[src/rtl/vip_ctrl_pkg.sv]
// Shared constants and types for the video control-packet generator.
package vip_ctrl_pkg;

  localparam logic [2:0] REG_GO        = 3'd0;
  localparam logic [2:0] REG_STATUS    = 3'd1;
  localparam logic [2:0] REG_WIDTH     = 3'd2;
  localparam logic [2:0] REG_HEIGHT    = 3'd3;
  localparam logic [2:0] REG_INTERLACE = 3'd4;
  localparam logic [2:0] REG_IRQ       = 3'd5;

  localparam logic [3:0]  PKT_TYPE_CTRL = 4'hF;
  localparam int unsigned NIBBLE_COUNT  = 9;

  typedef enum logic [1:0] {
    ST_IDLE = 2'd0,
    ST_HDR  = 2'd1,
    ST_BODY = 2'd2
  } state_t;

endpackage

[src/rtl/vip_ctrl_regs.sv]
// Avalon-MM register file: go bit, frame shadows, registered read mux.
// Optional interrupt logic under VIP_CTRL_PACKET_GEN_IRQ_EN.
module vip_ctrl_regs
  import vip_ctrl_pkg::*;
#(
  parameter int unsigned DEF_WIDTH     = 1920,
  parameter int unsigned DEF_HEIGHT    = 1080,
  parameter int unsigned DEF_INTERLACE = 0
) (
  input  logic        clk,
  input  logic        rst,
  input  logic [2:0]  slave_addr,
  input  logic        slave_write,
  input  logic        slave_read,
  input  logic [31:0] slave_writedata,
  output logic [31:0] slave_readdata,
  input  logic        busy,
`ifdef VIP_CTRL_PACKET_GEN_IRQ_EN
  input  logic        irq_set,
  output logic        irq,
`endif
  output logic        go,
  output logic        go_rise_c,
  output logic        go_clr_c,
  output logic [15:0] shadow_width,
  output logic [15:0] shadow_height,
  output logic [3:0]  shadow_interlace
);

  logic [31:0] rd_mux_c;
  logic        status_irq_c;
  logic        wdata_unused;

  assign wdata_unused = ^slave_writedata[31:16];

  assign go_rise_c = slave_write && (slave_addr == REG_GO) && slave_writedata[0] && !go;
  assign go_clr_c  = slave_write && (slave_addr == REG_GO) && !slave_writedata[0];

  // Go bit and shadow registers; active copies live in the top level
  always_ff @(posedge clk or posedge rst) begin
    if (rst) begin
      go               <= 1'b0;
      shadow_width     <= 16'(DEF_WIDTH);
      shadow_height    <= 16'(DEF_HEIGHT);
      shadow_interlace <= 4'(DEF_INTERLACE);
    end else if (slave_write) begin
      case (slave_addr)
        REG_GO:        go               <= slave_writedata[0];
        REG_WIDTH:     shadow_width     <= slave_writedata[15:0];
        REG_HEIGHT:    shadow_height    <= slave_writedata[15:0];
        REG_INTERLACE: shadow_interlace <= slave_writedata[3:0];
        default: ;
      endcase
    end
  end

`ifdef VIP_CTRL_PACKET_GEN_IRQ_EN
  logic irq_en;
  logic irq_pending;
  logic irq_en_n;
  logic irq_pend_n;

  // Set on last-beat accept wins over a simultaneous clear
  always_comb begin
    irq_en_n   = irq_en;
    irq_pend_n = irq_pending;
    if (slave_write && (slave_addr == REG_IRQ)) begin
      irq_en_n = slave_writedata[0];
      if (slave_writedata[1]) irq_pend_n = 1'b0;
    end
    if (irq_set) irq_pend_n = 1'b1;
  end

  always_ff @(posedge clk or posedge rst) begin
    if (rst) begin
      irq_en      <= 1'b0;
      irq_pending <= 1'b0;
      irq         <= 1'b0;
    end else begin
      irq_en      <= irq_en_n;
      irq_pending <= irq_pend_n;
      irq         <= irq_en_n & irq_pend_n;
    end
  end

  assign status_irq_c = irq_pending;
`else
  assign status_irq_c = 1'b0;
`endif

  always_comb begin
    rd_mux_c = '0;
    case (slave_addr)
      REG_GO:        rd_mux_c = {31'b0, go};
      REG_STATUS:    rd_mux_c = {29'b0, status_irq_c, busy, go};
      REG_WIDTH:     rd_mux_c = {16'b0, shadow_width};
      REG_HEIGHT:    rd_mux_c = {16'b0, shadow_height};
      REG_INTERLACE: rd_mux_c = {28'b0, shadow_interlace};
`ifdef VIP_CTRL_PACKET_GEN_IRQ_EN
      REG_IRQ:       rd_mux_c = {30'b0, irq_pending, irq_en};
`endif
      default:       rd_mux_c = '0;
    endcase
  end

  always_ff @(posedge clk or posedge rst) begin
    if (rst)             slave_readdata <= '0;
    else if (slave_read) slave_readdata <= rd_mux_c;
  end

endmodule

[src/rtl/vip_ctrl_packet_gen.sv]
// Avalon-ST control-packet generator: header beat plus packed frame-size nibbles.
// Define VIP_CTRL_PACKET_GEN_IRQ_EN to add the irq output and register 5.
module vip_ctrl_packet_gen
  import vip_ctrl_pkg::*;
#(
  parameter int unsigned BPS           = 8,
  parameter int unsigned SPB           = 3,
  parameter int unsigned DEF_WIDTH     = 1920,
  parameter int unsigned DEF_HEIGHT    = 1080,
  parameter int unsigned DEF_INTERLACE = 0
) (
  input  logic               clk,
  input  logic               rst,
  input  logic [2:0]         slave_addr,
  input  logic               slave_write,
  input  logic               slave_read,
  input  logic [31:0]        slave_writedata,
  output logic [31:0]        slave_readdata,
  input  logic               frame_start,
  output logic [BPS*SPB-1:0] source_data,
  output logic               source_valid,
  input  logic               source_ready,
  output logic               source_sop,
  output logic               source_eop,
  output logic [15:0]        width,
  output logic [15:0]        height,
  output logic [3:0]         interlace,
`ifdef VIP_CTRL_PACKET_GEN_IRQ_EN
  output logic               irq,
`endif
  output logic               go,
  output logic               busy
);

  localparam int unsigned DATA_W    = BPS * SPB;
  localparam int unsigned NUM_BEATS = (NIBBLE_COUNT + SPB - 1) / SPB;
  localparam int unsigned BEAT_W    = 4;
  localparam int unsigned PACK_W    = NUM_BEATS * SPB * 4;
  localparam logic [BEAT_W-1:0] LAST_BEAT = BEAT_W'(NUM_BEATS - 1);

  state_t              state, state_n;
  logic [BEAT_W-1:0]   beat, beat_n;
  logic                pending, pend_n;
  logic                commit_c, last_acc_c, accept_c, trigger_c;
  logic                go_rise_c, go_clr_c;
  logic [15:0]         shadow_width, shadow_height;
  logic [3:0]          shadow_interlace;
  logic [DATA_W-1:0]   data_n;
  logic [PACK_W-1:0]   nib_pad_c, nib_shift_c;

  vip_ctrl_regs #(
    .DEF_WIDTH     (DEF_WIDTH),
    .DEF_HEIGHT    (DEF_HEIGHT),
    .DEF_INTERLACE (DEF_INTERLACE)
  ) u_regs (
    .clk              (clk),
    .rst              (rst),
    .slave_addr       (slave_addr),
    .slave_write      (slave_write),
    .slave_read       (slave_read),
    .slave_writedata  (slave_writedata),
    .slave_readdata   (slave_readdata),
    .busy             (busy),
`ifdef VIP_CTRL_PACKET_GEN_IRQ_EN
    .irq_set          (last_acc_c),
    .irq              (irq),
`endif
    .go               (go),
    .go_rise_c        (go_rise_c),
    .go_clr_c         (go_clr_c),
    .shadow_width     (shadow_width),
    .shadow_height    (shadow_height),
    .shadow_interlace (shadow_interlace)
  );

  assign accept_c  = source_valid & source_ready;
  assign trigger_c = go_rise_c | (frame_start & go);

  // Next state, beat counter and one-deep pending trigger
  always_comb begin
    state_n    = state;
    beat_n     = beat;
    pend_n     = pending;
    commit_c   = 1'b0;
    last_acc_c = 1'b0;
    if (go_clr_c)                           pend_n = 1'b0;
    else if (trigger_c && state != ST_IDLE) pend_n = 1'b1;
    case (state)
      ST_IDLE: begin
        if (trigger_c) begin
          state_n  = ST_HDR;
          beat_n   = '0;
          commit_c = 1'b1;
        end
      end
      ST_HDR: begin
        if (accept_c) begin
          state_n = ST_BODY;
          beat_n  = '0;
        end
      end
      ST_BODY: begin
        if (accept_c) begin
          if (beat == LAST_BEAT) begin
            last_acc_c = 1'b1;
            // A pending trigger is consumed; one arriving this same cycle re-arms it
            if ((pending || trigger_c) && !go_clr_c) begin
              state_n  = ST_HDR;
              beat_n   = '0;
              commit_c = 1'b1;
              pend_n   = pending & trigger_c;
            end else begin
              state_n = ST_IDLE;
            end
          end else begin
            beat_n = beat + BEAT_W'(1);
          end
        end
      end
      default: state_n = ST_IDLE;
    endcase
  end

  // Nibble 0 (width[15:12]) sits at the LSBs so each beat is a plain right shift
  assign nib_pad_c = PACK_W'({interlace,
                              height[3:0], height[7:4], height[11:8], height[15:12],
                              width[3:0],  width[7:4],  width[11:8],  width[15:12]});
  assign nib_shift_c = nib_pad_c >> (32'(beat_n) * (SPB * 4));

  always_comb begin
    data_n = '0;
    if (state_n == ST_HDR) begin
      data_n[3:0] = PKT_TYPE_CTRL;
    end else if (state_n == ST_BODY) begin
      for (int s = 0; s < int'(SPB); s++) begin
        data_n[s*BPS +: 4] = nib_shift_c[s*4 +: 4];
      end
    end
  end

  always_ff @(posedge clk or posedge rst) begin
    if (rst) begin
      state        <= ST_IDLE;
      beat         <= '0;
      pending      <= 1'b0;
      busy         <= 1'b0;
      source_valid <= 1'b0;
      source_sop   <= 1'b0;
      source_eop   <= 1'b0;
      source_data  <= '0;
    end else begin
      state        <= state_n;
      beat         <= beat_n;
      pending      <= pend_n;
      busy         <= (state_n != ST_IDLE);
      source_valid <= (state_n != ST_IDLE);
      source_sop   <= (state_n == ST_HDR);
      source_eop   <= (state_n == ST_BODY) && (beat_n == LAST_BEAT);
      source_data  <= data_n;
    end
  end

  // Shadow values become active only when a header is about to be emitted
  always_ff @(posedge clk or posedge rst) begin
    if (rst) begin
      width     <= 16'(DEF_WIDTH);
      height    <= 16'(DEF_HEIGHT);
      interlace <= 4'(DEF_INTERLACE);
    end else if (commit_c) begin
      width     <= shadow_width;
      height    <= shadow_height;
      interlace <= shadow_interlace;
    end
  end

endmodule

[config.mk]
export PLATFORM = sky130hd
export DESIGN_NAME = vip_ctrl_packet_gen
export DESIGN_NICKNAME = d
export VERILOG_FILES = /design/src/rtl/vip_ctrl_pkg.sv /design/src/rtl/vip_ctrl_regs.sv /design/src/rtl/vip_ctrl_packet_gen.sv
export SDC_FILE = /design/constraint.sdc
export NUM_CORES = 1
export LEC_CHECK = 0
export CAP_MARGIN = 20
export CELL_PAD_IN_SITES_DETAIL_PLACEMENT = 0
export CELL_PAD_IN_SITES_GLOBAL_PLACEMENT = 2
export CORE_MARGIN = 5
export CORE_UTILIZATION = 32
export CTS_CLUSTER_DIAMETER = 120
export CTS_CLUSTER_SIZE = 24
export DETAILED_ROUTE_END_ITERATION = 8
export PLACE_DENSITY = 0.86
export SLEW_MARGIN = 10
export SYNTH_ARGS = -nofsm -noshare
export SYNTH_HDL_FRONTEND = slang
export SYNTH_SLANG_ARGS = --single-unit
[constraint.sdc]
create_clock -name clk -period 8.6 [get_ports clk]
set_clock_uncertainty 0.05 [all_clocks]
set_input_delay 2.15 -clock clk [delete_from_list [all_inputs] [get_ports clk]]
set_output_delay 2.15 -clock clk [all_outputs]
set_load 0.05 [all_outputs]
==> results.cfg <==
[critical_path]
reg2reg_depth = 8
r2r_slack_ns = 5.29
cp.depth = 8
rr_endpoint = source_data[2]
cp_num_buf_inv = 2
worstSetupPathType = in2reg
crit_required_ns = 8.76
critPathTopFamily = compound AO/OA/AOI/OAI gates
cp-end-kind = register
worstPathArrival_ns = 5.23
cpMaxStageDelayCell = a211o_1
crit_top_cell = a211o_1
startpoint_type = input pin
cp_max_fo = 23
worstPathCellList = clkdlybuf4s50_1, buf_4, or4b_4, o21ai_0, a211o_1, a211oi_2, a211o_1, a2bb2oi_1
reg2reg_from = beat[0]
critPathMaxStageDelay_ns = 0.61

[clock_tree]
clk_latency_ns = 0.35
cts.sinks = 111
post-cts-setup-buffer-count = 0
cts_tree = done
clockRootBuffer = clkbuf_16
clk_pin_slew_ns = 0.07
clockBufferDepth = 2
cts_hold_buf = 0
cts_max_level = 3
cts.repair.resized = 0
cts_buffers = 9

[sta]
grt_setup_unrepaired = false
worst_pin_slew_ns = 1.00
fin_crit_sh_pct = 58.9
finalMaxSlewViolations = 0
max_freq_mhz = 197
setup_violations = 0
fin_setup_tns_ns = 0
relSlewSlack_pct = 32.9
period_minus_slack_ns = 5.06
hold_violations = 0

[grt]
grt_overflow_total = 0
grt_pass1_vias = 4057
antenna_found_initial = 0
track_usage_pct = 15.6
grt_first_pass_wirelength_um = 22500
grt_start_max_net_pins = 68

[floorplan]
die_w_um = 137
die_area_um2 = 18700
io_pins = 138
start_util_pct = 32.5
row_count = 46
die_h_um = 137
coreArea_um2 = 15800

[logic_synthesis]
ys_ff_latch = 111
synth-edff-count = 0
synth_area_leader_cell = dfrtp_1
synth_commonest_cells = nand2_1 (131), dfrtp_1 (95), mux2_2 (40), buf_4 (30), inv_1 (19)
synth_top_area_share_pct = 46.2
syn_area_per_cell_um2 = 10.2
synth_cells = 503
synth_area_um2 = 5150
yosysSeqAreaShare_pct = 54.3
ys_top_cells_by_area = dfrtp_1 (46%), nand2_1 (9.6%), mux2_2 (8.7%)
ys_async_sr_fraction_pct = 100
synth_cell_types = 50
yosysWarnings = 0
synth_top_flop_cell = dfrtp_1
synth.most_common_cell = nand2_1

[placed_design]
gp_congestion = 0.781
hpwl_um = 10300
io_buffers = 93

[run]
max_cap_viol_count = 0

[drt]
drt-total-wl_um = 14100
routedWlPerCell_um = 17.6
routed.top_layer = met4
route.met2.wl_um = 6700
antenna_left = 0
num_vias = 3984
via_per_inst = 4.95
dr.pass1.iters = 4
wl_met3_um = 748
drt_iter0_drc = 302
met1_length_um = 6460
drc = 0

[power_and_ir_drop]
p_int_w = 0.00128
power.leakage_nw = 2.90
ir_drop_v = 0.000212
power.share.sequential_pct = 36.8
swShare_pct = 45.0
p_sw_w = 0.00105
cellPowerDensity_nw_per_um2 = 360
p_clk_share_pct = 18.1
pwr-share-comb_pct = 45.1

[cells_and_area]
n_antenna_cell = 0
final_nets = 627
drive_gt1_share_pct = 14.4
fin_util_pct = 40.9
areaGrowthSynthToFinish_pct = 25.7

[worst_hold_path]
hold_path_end = width[9]
min_from = u_regs.shadow_width[9]
hold_class = reg2reg
holdPathStages = 2

[status]
status = finished clean
cells by family after synthesis:
family	after synthesis	share of synthesized area, %
and+or+nand+nor	189	16.6
adders and majority gates	2	0.486
muxes	53	11.3
buffers and inverters	75	7.97
DFF	111	54.3
other	1	0.0728
AOI/OAI and AO/OA	72	9.28
cell type report:
cell class              count  area (um^2)
flip-flops and latches    111         2800
repair buffers             98          988
well taps                 216          270
clock inverters             3         43.8
inverters                  20         77.6
clock buffers              13          250
multi-input cells         344         2050
fillers                  1568         9350
worst min-delay path: cells and delay by family (launching register included):
kind | cells | cell delay (ns)
flip-flops | 1 | 0.38
AND/OR/NAND/NOR | 2 | 0.09
state kept, by name, summed over array words and instances, names as in the netlist, 2 cells and up:
| register | count |
|---|---|
| beat | 4 |
| interlace | 4 |
| width | 16 |
| u_regs.shadow_width | 16 |
| source_data | 12 |
| u_regs.shadow_interlace | 4 |
| u_regs.slave_readdata | 16 |
| height | 16 |
| state | 2 |
| u_regs.shadow_height | 16 |
power by group through the flow:
stage,clock network (W),registers [W],logic [W]
2_1_floorplan,0,0.00116,0.000394
3_3_place_gp,0,0.000861,0.00104
3_5_place_dp,0,0.000862,0.00106
4_1_cts,0.000431,0.000855,0.00106
5_1_grt,0.000453,0.000877,0.00113
6_report,0.000421,0.000856,0.00105
per-stage QoR:
step                hold WS [ns]  instances  area, um^2  total power, W  setup WS (ns)
finish                     0.412        805        6470         0.00233           3.54
global route               0.422        805        6470         0.00246           3.22
CTS                        0.413        805        6470         0.00235           3.55
detailed placement         0.402        789        6180         0.00192           3.19
global placement           0.401        788        6150         0.00190           3.24
floorplan                  0.388        530        5250         0.00155           3.50
routing by layer:
layer / up-vias / global-route usage [%]
li1: 1829 / -
met2: 112 / 24.9
met3: 16 / 3.42
met1: 2027 / 21.2
met5: - / 0
met4: 0 / 5.16
cells in the final DEF, fill, tap and decap left out, drive strengths merged, types with 16 or more instances in the layout:
cell type	count
nand2	131
dfstp	16
clkdlybuf4s50	93
conb	28
mux2	40
nand4	18
dfrtp	95
inv	19
a21oi	18
worst max path at each step:
stage               slack [ns]           from              to
floorplan                 3.50            rst         beat[0]
global placement          3.24  slave_addr[0]  source_data[0]
detailed placement        3.19  slave_addr[0]  source_data[2]
CTS                       3.55  slave_addr[0]  source_data[2]
global route              3.22  slave_addr[0]  source_data[0]
finish                    3.54  slave_addr[0]  source_data[0]
Power figures use the tool's default switching activity.
